[config.mk]
export PLATFORM = sky130hd
export DESIGN_NAME = mul_ctrl
export DESIGN_NICKNAME = d
export VERILOG_FILES = /design/src/rtl/mul_pkg.sv /design/src/rtl/mul_fixup.sv /design/src/rtl/mul_ctrl.sv
export SDC_FILE = /design/constraint.sdc
export NUM_CORES = 1
export LEC_CHECK = 0
export ABC_AREA = 1
export BUFFER_PORTS_ARGS = -buffer_cell sky130_fd_sc_hd__buf_2
export CORE_MARGIN = 5
export CORE_UTILIZATION = 47
export CTS_CLUSTER_DIAMETER = 150
export CTS_CLUSTER_SIZE = 12
export DETAILED_ROUTE_END_ITERATION = 12
export MAX_ROUTING_LAYER = met4
export PLACE_DENSITY = 0.78
export SKIP_CTS_REPAIR_TIMING = 1
export SYNTH_ARGS = -nofsm -noshare
export SYNTH_HDL_FRONTEND = slang
export SYNTH_SLANG_ARGS = --single-unit
[constraint.sdc]
create_clock -name clk -period 3.6 [get_ports clk]
set_clock_uncertainty 0.1 [all_clocks]
set_input_delay 0.72 -clock clk [delete_from_list [all_inputs] [get_ports clk]]
set_output_delay 0.72 -clock clk [all_outputs]
set_load 0.01 [all_outputs]
[src/rtl/mul_pkg.sv]
// Shared types and constants for the RV32M multiply controller.
// Optional feature macro used by mul_ctrl: MUL_CTRL_RESULT_CACHE_EN.
package mul_pkg;

  // Enable-to-completed latency of the external multiplier pipeline.
  localparam int MUL_LATENCY = 4;

  // Encoding matches the req_op port.
  typedef enum logic [1:0] {
    MUL    = 2'b00,
    MULH   = 2'b01,
    MULHSU = 2'b10,
    MULHU  = 2'b11
  } mul_op_t;

  typedef enum logic [2:0] {
    DRAIN,
    IDLE,
    ISSUE,
    WAIT,
    RESP
  } mul_state_t;

endpackage

[src/rtl/mul_fixup.sv]
// Turns a 64-bit multiplier product into the 32-bit rd value.
// MULHSU is issued as unsigned*unsigned; a negative rs1 is then corrected by
// subtracting rs2 from the high word (rs1_s = rs1_u - 2^32 when rs1[31]=1).
module mul_fixup
  import mul_pkg::*;
(
  input  mul_op_t     op,
  input  logic        rs1_sign,
  input  logic [31:0] rs2,
  input  logic [63:0] p,
  output logic [31:0] rd
);

  // Select lo/hi word and apply the mixed-sign correction.
  // NOTE: rd gets a value before the case so no path leaves it unassigned,
  // which would otherwise infer a latch.
  always_comb begin
    rd = p[63:32];
    case (op)
      MUL:     rd = p[31:0];
      MULHSU:  rd = p[63:32] - (rs1_sign ? rs2 : 32'd0);
      default: rd = p[63:32];
    endcase
  end

endmodule

[src/rtl/mul_ctrl.sv]
// Execute-side controller for RV32M multiplies in front of a fixed-latency
// multiplier. One op in flight; result returned with its tag over valid/ready.
// Optional result cache: define MUL_CTRL_RESULT_CACHE_EN.
module mul_ctrl
  import mul_pkg::*;
#(
  parameter int LATENCY = MUL_LATENCY,
  parameter int TAG_W   = 5
) (
  input  logic             clk,
  input  logic             rst,
  input  logic             req_valid,
  output logic             req_ready,
  input  logic [1:0]       req_op,
  input  logic [31:0]      req_rs1,
  input  logic [31:0]      req_rs2,
  input  logic [TAG_W-1:0] req_tag,
  input  logic             flush,
  output logic             resp_valid,
  input  logic             resp_ready,
  output logic [31:0]      resp_data,
  output logic [TAG_W-1:0] resp_tag,
  output logic             mul_enable,
  output logic             mul_is_signed,
  output logic [31:0]      mul_s,
  output logic [31:0]      mul_t,
  input  logic             mul_completed,
  input  logic [63:0]      mul_d
);

  localparam int CNT_W = $clog2(LATENCY + 1);

  mul_state_t       state, state_nxt;
  logic [CNT_W-1:0] drain_cnt;
  mul_op_t          req_op_e;
  mul_op_t          op_q;
  logic [TAG_W-1:0] tag_q;
  logic             accept;
  logic             complete;
  logic             cache_hit;
  mul_op_t          fix_op;
  logic             fix_sign;
  logic [31:0]      fix_rs2;
  logic [63:0]      fix_p;
  logic [31:0]      fix_rd;

  assign req_op_e = mul_op_t'(req_op);
  assign accept   = (state == IDLE) && req_valid && !flush;
  // A flush in the completion cycle still kills the op.
  assign complete = (state == WAIT) && mul_completed && !flush;

`ifdef MUL_CTRL_RESULT_CACHE_EN
  logic        cache_valid;
  logic [31:0] cache_rs1;
  logic [31:0] cache_rs2;
  logic        cache_signed;
  logic [63:0] cache_p;

  // Only MULH runs the multiplier signed; the other three share one product.
  assign cache_hit = cache_valid && (req_rs1 == cache_rs1) && (req_rs2 == cache_rs2) &&
                     ((req_op_e == MULH) == cache_signed);

  // Cache valid bit: set by a clean completion, cleared by any flush.
  always_ff @(posedge clk or posedge rst) begin
    if (rst)           cache_valid <= 1'b0;
    else if (flush)    cache_valid <= 1'b0;
    else if (complete) cache_valid <= 1'b1;
  end

  // Cache payload.
  // NOTE: payload has no reset; it is never read while cache_valid is low.
  always_ff @(posedge clk) begin
    if (complete) begin
      cache_rs1    <= mul_s;
      cache_rs2    <= mul_t;
      cache_signed <= mul_is_signed;
      cache_p      <= mul_d;
    end
  end

  // Fixup inputs: incoming request + cached product on a hit, in-flight op otherwise.
  always_comb begin
    fix_op   = op_q;
    fix_sign = mul_s[31];
    fix_rs2  = mul_t;
    fix_p    = mul_d;
    if (state == IDLE) begin
      fix_op   = req_op_e;
      fix_sign = req_rs1[31];
      fix_rs2  = req_rs2;
      fix_p    = cache_p;
    end
  end
`else
  assign cache_hit = 1'b0;
  assign fix_op    = op_q;
  assign fix_sign  = mul_s[31];
  assign fix_rs2   = mul_t;
  assign fix_p     = mul_d;
`endif

  mul_fixup u_fixup (
    .op       (fix_op),
    .rs1_sign (fix_sign),
    .rs2      (fix_rs2),
    .p        (fix_p),
    .rd       (fix_rd)
  );

  // State register.
  // NOTE: clocked state uses non-blocking assignments so every flop samples
  // pre-edge values regardless of block evaluation order.
  always_ff @(posedge clk or posedge rst) begin
    if (rst) state <= DRAIN;
    else     state <= state_nxt;
  end

  // Next-state and handshake/issue outputs.
  always_comb begin
    state_nxt  = state;
    req_ready  = 1'b0;
    resp_valid = 1'b0;
    mul_enable = 1'b0;
    case (state)
      DRAIN: begin
        if (drain_cnt == CNT_W'(LATENCY)) state_nxt = IDLE;
      end
      IDLE: begin
        req_ready = 1'b1;
        if (accept) state_nxt = cache_hit ? RESP : ISSUE;
      end
      ISSUE: begin
        mul_enable = 1'b1;
        state_nxt  = flush ? DRAIN : WAIT;
      end
      WAIT: begin
        if (flush)              state_nxt = DRAIN;
        else if (mul_completed) state_nxt = RESP;
      end
      RESP: begin
        resp_valid = 1'b1;
        if (flush || resp_ready) state_nxt = IDLE;
      end
      default: state_nxt = DRAIN;
    endcase
  end

  // Drain counter: restarts on every entry to DRAIN so a killed op's
  // completion always falls inside the window.
  always_ff @(posedge clk or posedge rst) begin
    if (rst)                                        drain_cnt <= '0;
    else if (state_nxt == DRAIN && state != DRAIN)  drain_cnt <= '0;
    else if (state == DRAIN)                        drain_cnt <= drain_cnt + CNT_W'(1);
  end

  // Request capture and multiplier operands; operands change only for ops
  // that will actually be issued, so they hold across cache hits.
  always_ff @(posedge clk or posedge rst) begin
    if (rst) begin
      op_q          <= MUL;
      tag_q         <= '0;
      mul_s         <= '0;
      mul_t         <= '0;
      mul_is_signed <= 1'b0;
    end else if (accept) begin
      op_q  <= req_op_e;
      tag_q <= req_tag;
      if (!cache_hit) begin
        mul_s         <= req_rs1;
        mul_t         <= req_rs2;
        mul_is_signed <= (req_op_e == MULH);
      end
    end
  end

  // Response registers: loaded on completion or on a cache hit at accept.
  always_ff @(posedge clk or posedge rst) begin
    if (rst) begin
      resp_data <= '0;
      resp_tag  <= '0;
    end else if (accept && cache_hit) begin
      resp_data <= fix_rd;
      resp_tag  <= req_tag;
    end else if (complete) begin
      resp_data <= fix_rd;
      resp_tag  <= tag_q;
    end
  end

endmodule

; Word-level counts from Yosys, hierarchy flattened
; Index checks and enable logic that the tools add are counted.
[totals]
elab_cells = 44
input_bits = 141
register_bits = 115
n_memories = 0
ramBits = 0
mem_bits_ro = 0
latchBits = 0
[classes]
mux = 14
magnitude_cmp = 0
n_eq_ne = 7
mul = 0
n_shift = 0
div_mod_pow = 0
n_reduce_logical = 12
addsub = 2
n_bitwise = 0
[ops]
columns = operator, n
row1 = case mux 32 bit (2 select lines), 1
row2 = two-way mux 32 bit, 1
row3 = subtractor 32 bit, 1
row4 = two-way mux 3 bit, 7
row5 = case mux 3 bit (5 select lines), 1
row6 = "equality test 3 x 2 -> 1 bit, second input constant", 2
row7 = "equality test 3 bit, second input constant", 2
row8 = logical NOT 3 bit, 2
row9 = logical AND 1 bit, 5
row10 = "adder 3 x 1 -> 3 bit, second input constant", 1
row11 = "equality test 3 x 1 -> 1 bit, second input constant", 1
row12 = two-way mux 1 bit, 3
row13 = nonzero test 3 bit, 1
row14 = "equality test 2 x 1 -> 1 bit, second input constant", 1
row15 = "equality test 2 bit, second input constant", 1
row16 = logical NOT 2 bit, 1
row17 = two-way mux 2 bit, 1
row18 = nonzero test 2 bit, 1
row19 = logical NOT 1 bit, 1
row20 = logical OR 1 bit, 1

; Depth between registers and ports, before layout
; Gate-level depths: netlist of the first run.
[depth]
depth_word = 8
ltp_mapped = 17
ltp_nobuf = 16

; Modules after synthesis
; From an unflattened synthesis of the first run, not the netlist that was laid out.
[hier_totals]
hier_cells = 1102
hier_area_um2 = 7883.8
[modules_own_cells]
columns = mod, cells_each, seq_area_each_um2, area_each_um2, instances
row1 = mul_ctrl, 452, 2877.8, 4675.7, 1
row2 = mul_fixup, 650, 0.0, 3208.1, 1

; Worst setup path after synthesis of the first run
; OpenSTA, ideal clock, no wires.
[synth_path]
path_type = input port to flip-flop
from = input mul_d[32]
to = register resp_data[16]
arrival_time_ns = 2.152
n_path_buf = 0
stages = 13
setup_slack_ns = 1.219
path_cell_list = inv_1 ha_1 inv_1 fa_1 nand3_1 nand3_1 nand2_1 nand2_1 nand2_1 nand2_1 or2_1 nand3_1 a21oi_1
[synth_via]
elab_chain_len = 2
[synth_rtl]
columns = item, line
row1 = "start, declared", mul_ctrl.sv:28  ; input logic [63:0] mul_d
row2 = subtractor 32 bit, mul_fixup.sv:21  ; MULHSU: rd = p[63:32] - (rs1_sign ? rs2 : 32'd0);
row3 = case mux 32 bit (2 select lines), mul_fixup.sv:19  ; case (op)
row4 = "end signal, assigned", mul_ctrl.sv:182  ; resp_data <= fix_rd;
row5 = "end signal, assigned", mul_ctrl.sv:185  ; resp_data <= fix_rd;
row6 = "end, declared", mul_ctrl.sv:21  ; output logic [31:0] resp_data,
; No other way between the ends.
; A chain may end at the register's enable or synchronous reset.

; Final worst setup path of the first run
[layout_path]
from = register mul_s[31]
to = register resp_data[20]
[layout_via]
elab_chain_len = 3
[layout_rtl]
columns = item, line
row1 = "start, declared", mul_ctrl.sv:25  ; output logic [31:0] mul_s,
row2 = "start signal, assigned", mul_ctrl.sv:169  ; mul_s <= req_rs1;
row3 = two-way mux 32 bit, mul_fixup.sv:21
row4 = subtractor 32 bit, mul_fixup.sv:21
row5 = case mux 32 bit (2 select lines), mul_fixup.sv:19
; No other way between the ends.

==> run_results.csv, run 1 <==
group,metric,value,unit
synthesis,synth_area,7357,um2
floorplan,die-area,18260,um2
grt,grt_pass1_vias,7562,
synthesis,synthXorXnorAreaFrac,0.002381,
synthesis,synth_compound_area_frac,0.09184,
flow_run,max_cap_viol_count,0,
floorplan,core-area,15260,um2
run_status,status,"finished clean",
worst_setup_path,cp-end-kind,"register",
sta,finalHoldViolCount,0,
place,gp_congestion,0.9935,
worst_setup_path,critPathArrivalTime,3.00,ns
floorplan,die_w,135.1,um
floorplan,core.rowCount,45,
synthesis,synth.area.mux_share,0,
final_layout,ff_latch_area,2878,um2
floorplan,die_h,135.1,um
place,dpl-instance-area,8795,um2
grt,grt_pass1_wl,37.48,mm
clocking,clkSinkCount,115,
drt,antenna_left,0,
drt,num_vias,7989,
final_layout,multi_input_area,3820,um2
sta,drv_slew,0,
synthesis,ys.warnings.count,0,
drt,post_drt_wl_per_cell,15.34,um
floorplan,num_io_pins,246,
synthesis,synth_area_per_cell,6.731,um2
clocking,cts_inserted_buffers,17,
worst_setup_path,critPathMaxFanout,22,
synthesis,synth_fa_ha_area_frac,0.06735,
drt,vias_per_cell,5.134,
synthesis,synth_nets,1273,
clocking,clk_root_buffer_cell,"clkbuf_16",
drt,wl,23.86,mm
drt,first_pass_iters,6,
place,pre_cts_ws,0.8521,ns
pwr,peakVddDrop,0.5249,mV
sta,post-route-period-util,0.7796,
final_layout,drive_above_1_share,0.2249,
synthesis,yosysSeqAreaShare,0.3912,
place,dpl.hpwl,18.15,mm
min_path,worstHoldPathType,"register to register",
synthesis,synth.top_cell.area_share,0.3912,
grt,track_usage,0.2644,
sta,finalSetupViolCount,0,
worst_setup_path,crit_path_start_kind,"register",
clocking,htree_levels,4,
final_layout,layout.nets,1510,
grt,antenna_found_initial,2,
drt,drc,0,
synthesis,synth.largest_area_cell,"dfrtp_1",
grt,grt_max_degree,116,
synthesis,synth-seq-cells,115,
grt,gr-total-overflow,0,
pwr,powerDensity,842.9,nW/um2
sta,fmax,0.3563,GHz
sta,setup_tns,0,ns
sta,tightest_slew,0.8334,ns
final_layout,synthToLayoutAreaGrowth,27.67,%
synthesis,synth_cells,1093,
clocking,clk_latency,0.41,ns
sta,relSlewSlack,0.4438,
sta,rsz0062_at_grt,"false",
floorplan,start_util,0.4822,
clocking,clkTransAtPathRegs,0.06,ns
synthesis,synth_area_leaders,"dfrtp_1, nand2_1, inv_1",
sta,fin_crit,2.807,ns
pwr,p_total,7917,uW
place,io_buffers,245,
sta,setup_ws,0.7933,ns
clocking,cts_tree,"built",
place,dp_cells,1522,
clocking,clockBufferDepth,2,
synthesis,synth_top_family_by_area,"simple AND/OR/NAND/NOR gates",
final_layout,num-fill-cells,1462,
final_layout,stdcell_count,1556,
synthesis,synth-simple-area-share,0.3573,
worst_setup_path,cp.required,3.79,ns
drt,drt_iter0_drc,671,
pwr,leakage,0.005446,uW
synthesis,ys_types,33,
worst_setup_path,path_class,"register to register",
final_layout,stdcell_area,9393,um2
[flip-flops by register name, indices dropped and copies added, names as in the netlist, 2 cells and up]
register	cells
drain_cnt	3
fix_op	2
mul_s	32
mul_t	32
resp_data	32
resp_tag	5
state	3
tag_q	5
[critical path: stages, from the launching register on]
cell,delay (ns)
dfrtp_1,0.60
buf_4,0.35
nand2_1,0.13
ha_1,0.39
nand2_1,0.12
nor2_1,0.13
inv_1,0.08
nor2_1,0.22
nand4_1,0.21
nand3_1,0.14
nand2_1,0.05
nand3_1,0.09
a21oi_1,0.07
[synthesized netlist by cell type]
library cell / count
nand2_1: 493
inv_1: 129
dfrtp_1: 115
nor2_1: 78
nand3_1: 59
a21oi_1: 54
ha_1: 38
a221oi_1: 29
clkbuf_1: 23
o21ai_0: 13
buf_2: 12
or2_2: 9
nand4_1: 6
nor3_1: 6
a21o_1: 3
or2_1: 3
a31oi_1: 2
buf_4: 2
inv_2: 2
nand3b_1: 2
o21bai_1: 2
xor2_1: 2
a22oi_1: 1
a32oi_1: 1
a41oi_1: 1
and2_1: 1
clkbuf_2: 1
clkinv_1: 1
fa_1: 1
nand3_2: 1
nor3_4: 1
o21ai_1: 1
o22ai_1: 1
[where the power goes]
| group | internal (uW) | leakage, uW | switching (uW) | total (uW) |
|---|---|---|---|---|
| combinational | 1400 | 0.00374 | 2420 | 3810 |
| clock | 1050 | 0.000273 | 664 | 1710 |
| sequential | 1930 | 0.00143 | 469 | 2390 |
| total | 4370 | 0.00545 | 3550 | 7920 |
[cell families after synthesis]
| logic type | after synthesis |
|---|---|
| AO/OA/AOI/OAI | 108 |
| buffers and inverters | 170 |
| AND/OR/NAND/NOR | 659 |
| XOR/XNOR | 2 |
| flip-flops | 115 |
| adder cells (fa/ha/maj) | 39 |
[layer usage]
metal  vias up  track usage  wire (um)
li1       3919            -          -
met1      3677       0.3400      10150
met2       343       0.4259      11310
met3        50      0.04918       1821
met4         0      0.08231        584
met5         -            -          0
[stage by stage]
stage | utilization | hold slack, ns
floorplan | - | 0.3422
global placement | 0.5764 | 0.3579
detailed placement | 0.5764 | 0.3606
CTS | 0.6153 | 0.3764
global route | 0.6156 | 0.3887
finish | 0.6156 | 0.3724
[cell type report]
| class | instances | area share |
|---|---|---|
| tap | 211 | 0.02811 |
| multi-input combinational | 808 | 0.4067 |
| sequential | 115 | 0.3064 |
| timing repair buffer | 256 | 0.1420 |
| clock buffer | 19 | 0.04716 |
| antenna | 2 | 0.0005328 |
| clock inverter | 13 | 0.01599 |
| inverter | 132 | 0.05315 |
[path summary, 6_finish.rpt]
path | slack [ns] | startpoint | to | cells after the start
min reg2reg | 0.37 | mul_s[4] | mul_s[4] | 2
max | 0.79 | mul_s[31] | resp_data[20] | 12
min | 0.37 | mul_s[4] | mul_s[4] | 2
max reg2reg | 0.79 | mul_s[31] | resp_data[20] | 12
max in group asynchronous | 2.56 | rst | mul_s[26] | 3
min in group asynchronous | 0.39 | rst | resp_data[0] | 3
[cell usage in the layout, fill, tap and decap left out, types with 13 or more instances in the layout]
master and n:
inv_1 128, ha_1 38, nand3_1 59, dfrtp_1 115, o21ai_0 13, clkbuf_16 17
a21oi_1 54, nor2_1 77, a221oi_1 29, buf_2 245, nand2_1 493
(Power assumes the default switching activity.)
==> inputs of run 2 (changes only) <==
==> constraint.sdc (replaced) <==
create_clock -name clk -period 2.3 [get_ports clk]
set_clock_uncertainty 0.1 [all_clocks]
set_input_delay 0.46 -clock clk [delete_from_list [all_inputs] [get_ports clk]]
set_output_delay 0.46 -clock clk [all_outputs]
set_load 0.01 [all_outputs]
==> run 2 against run 1 <==
Compared with the run above: the flow now finishes with violations (setup timing); die area stayed put; clock power is 45% higher; flip-flop and latch count stayed put; sequential share of layout area is 3.1 points lower; non-clock buffer count is 42 higher; count of clock-buffer cells in the layout is 2 lower; sequential power is 58% higher; combinational power is 93% higher; critical path depth is 4 higher; global-route usage hardly changed; first-iteration DRC count is 18% lower; cell area is 11% higher.
==> run_results.csv, run 2 (synthesized netlist as in run 1, its figures left out) <==
group,metric,value,unit
clocking,clkSinkCount,115,
sta,rsz0062_at_grt,"true",
final_layout,finish.utilization,0.6845,
worst_setup_path,path_class,"register to register",
drt,antenna_left,0,
floorplan,die_h,135.1,um
worst_setup_path,cp.required,2.55,ns
grt,antenna_found_initial,0,
sta,drv_slew,0,
place,io_buffers,245,
worst_setup_path,reg2regPathDepth,16,
min_path,worstHoldPathType,"input port to async pin",
grt,gr-usage-met1,0.3291,
grt,grt_max_degree,116,
sta,fmax,0.4250,GHz
pwr,powerDensity,1302,nW/um2
clocking,htree_levels,4,
pwr,leakage,0.005738,uW
sta,finalHoldViolCount,0,
pwr,peakVddDrop,0.7590,mV
worst_setup_path,startpoint,"mul_s[31]",
clocking,clk_root_buffer_cell,"clkbuf_16",
worst_setup_path,r2r_start,"mul_s[31]",
worst_setup_path,r2r_slack,-0.05,ns
final_layout,largestRegisters,"mul_s (32), mul_t (32), resp_data (32)",
final_layout,num-fill-cells,1296,
sta,setup_ws,-0.05312,ns
worst_setup_path,critPathMaxFanout,6,
sta,relSlewSlack,0.5949,
floorplan,start_util,0.4822,
place,pre_cts_ws,-0.1295,ns
final_layout,layout.nets,1552,
final_layout,final_common_cell,"nand2_1",
flow_run,max_cap_viol_count,0,
clocking,clk_latency,0.42,ns
clocking,cts_tree,"built",
final_layout,mostFrequentLayoutCells,"nand2_1, buf_2, inv_1, dfrtp_1, nor2_1",
drt,drc,0,
drt,first_pass_iters,5,
floorplan,core.rowCount,45,
grt,use_met3,0.04806,
final_layout,diodes,0,
grt,grt_pass1_vias,7679,
sta,fin_crit,2.353,ns
run_status,violations,"setup timing",
floorplan,core-area,15260,um2
run_status,status,"complete, but fails checks",
drt,vias_per_cell,5.145,
place,gp_congestion,0.9116,
grt,met2_usage,0.4273,
grt,grt_pass1_wl,37.23,mm
drt,post_drt_wl_per_cell,15.99,um
worst_setup_path,crit-reg2reg-capture,"resp_data[24]",
floorplan,num_io_pins,246,
clocking,clockBufferDepth,2,
clocking,clkTransAtPathRegs,0.06,ns
grt,gr-total-overflow,0,
sta,whs,0.1152,ns
worst_setup_path,setup.worst_path.end,"resp_data[24]",
drt,drt_iter0_drc,548,
grt,grt-busiest-layer,"met2",
floorplan,die_w,135.1,um
place,dpl.hpwl,18.57,mm
final_layout,drive_above_1_share,0.3415,
sta,tightest_slew,0.6076,ns
drt,wl,25.53,mm
worst_setup_path,critPathArrivalTime,2.61,ns
floorplan,die-area,18260,um2
pwr,p_total,13590,uW
drt,num_vias,8212,
clocking,cts_inserted_buffers,17,
grt,track_usage,0.2646,
sta,finalSetupViolCount,8,
final_layout,synthToLayoutAreaGrowth,41.96,%
worst_setup_path,cp-end-kind,"register",
sta,post-route-period-util,1.023,
worst_setup_path,crit_path_start_kind,"register",
run 2: worst min-delay path by stage:
| stage | start | to | slack [ns] | cells after the start |
|---|---|---|---|---|
| floorplan | tag_q[4] | resp_tag[4] | 0.34 | 2 |
| CTS | req_rs1[4] | mul_s[4] | 0.12 | 3 |
| global route | req_rs1[24] | mul_s[24] | 0.13 | 3 |
| finish | rst | mul_t[8] | 0.12 | 3 |
| detailed placement | mul_s[29] | mul_s[29] | 0.36 | 2 |
| global placement | tag_q[4] | resp_tag[4] | 0.36 | 2 |
run 2: metrics by stage:
stage	instance area [um2]	TNS, ns	std cells
CTS	9594	-0.3256	1586
global placement	9047	-0.3138	1554
global route	10440	-1.931	1596
finish	10440	-0.1980	1596
floorplan	7362	0	1093
detailed placement	9047	-0.6399	1554
run 2: report_power, final:
| group | total (uW) | internal, uW | switching [uW] |
|---|---|---|---|
| sequential | 3770 | 3020 | 752 |
| clock | 2480 | 1400 | 1080 |
| combinational | 7340 | 3030 | 4320 |
| total | 13600 | 7450 | 6150 |
run 2: area by class of cell:
class	instances	area, um2	share of cell area
flip-flops and latches	115	2879	0.2757
clock inverters	15	121.4	0.01162
repair buffers	298	1712	0.1639
multi-input cells	808	4543	0.4350
clock buffers	17	425.4	0.04073
inverters	132	499.2	0.04780
well taps	211	264.0	0.02528
run 2: layer usage:
metal	part of all wire	vias to the layer above	wire length (um)
li1	-	3989	-
met1	0.40	3826	10210
met2	0.50	335	12720
met3	0.069	62	1760
met4	0.033	0	843
met5	0	-	0
run 2: critical path, cell delays in order (launching register included):
cell	delay, ns
dfrtp_2	0.52
nand2_2	0.07
inv_2	0.08
ha_4	0.12
inv_2	0.03
fa_2	0.44
nand3_2	0.12
nand3_4	0.09
nand2_1	0.10
nand2_2	0.07
nand2_2	0.06
nand2_2	0.06
nand2_2	0.08
nand2_1	0.05
nand2_1	0.07
nand3_2	0.07
a21oi_2	0.15
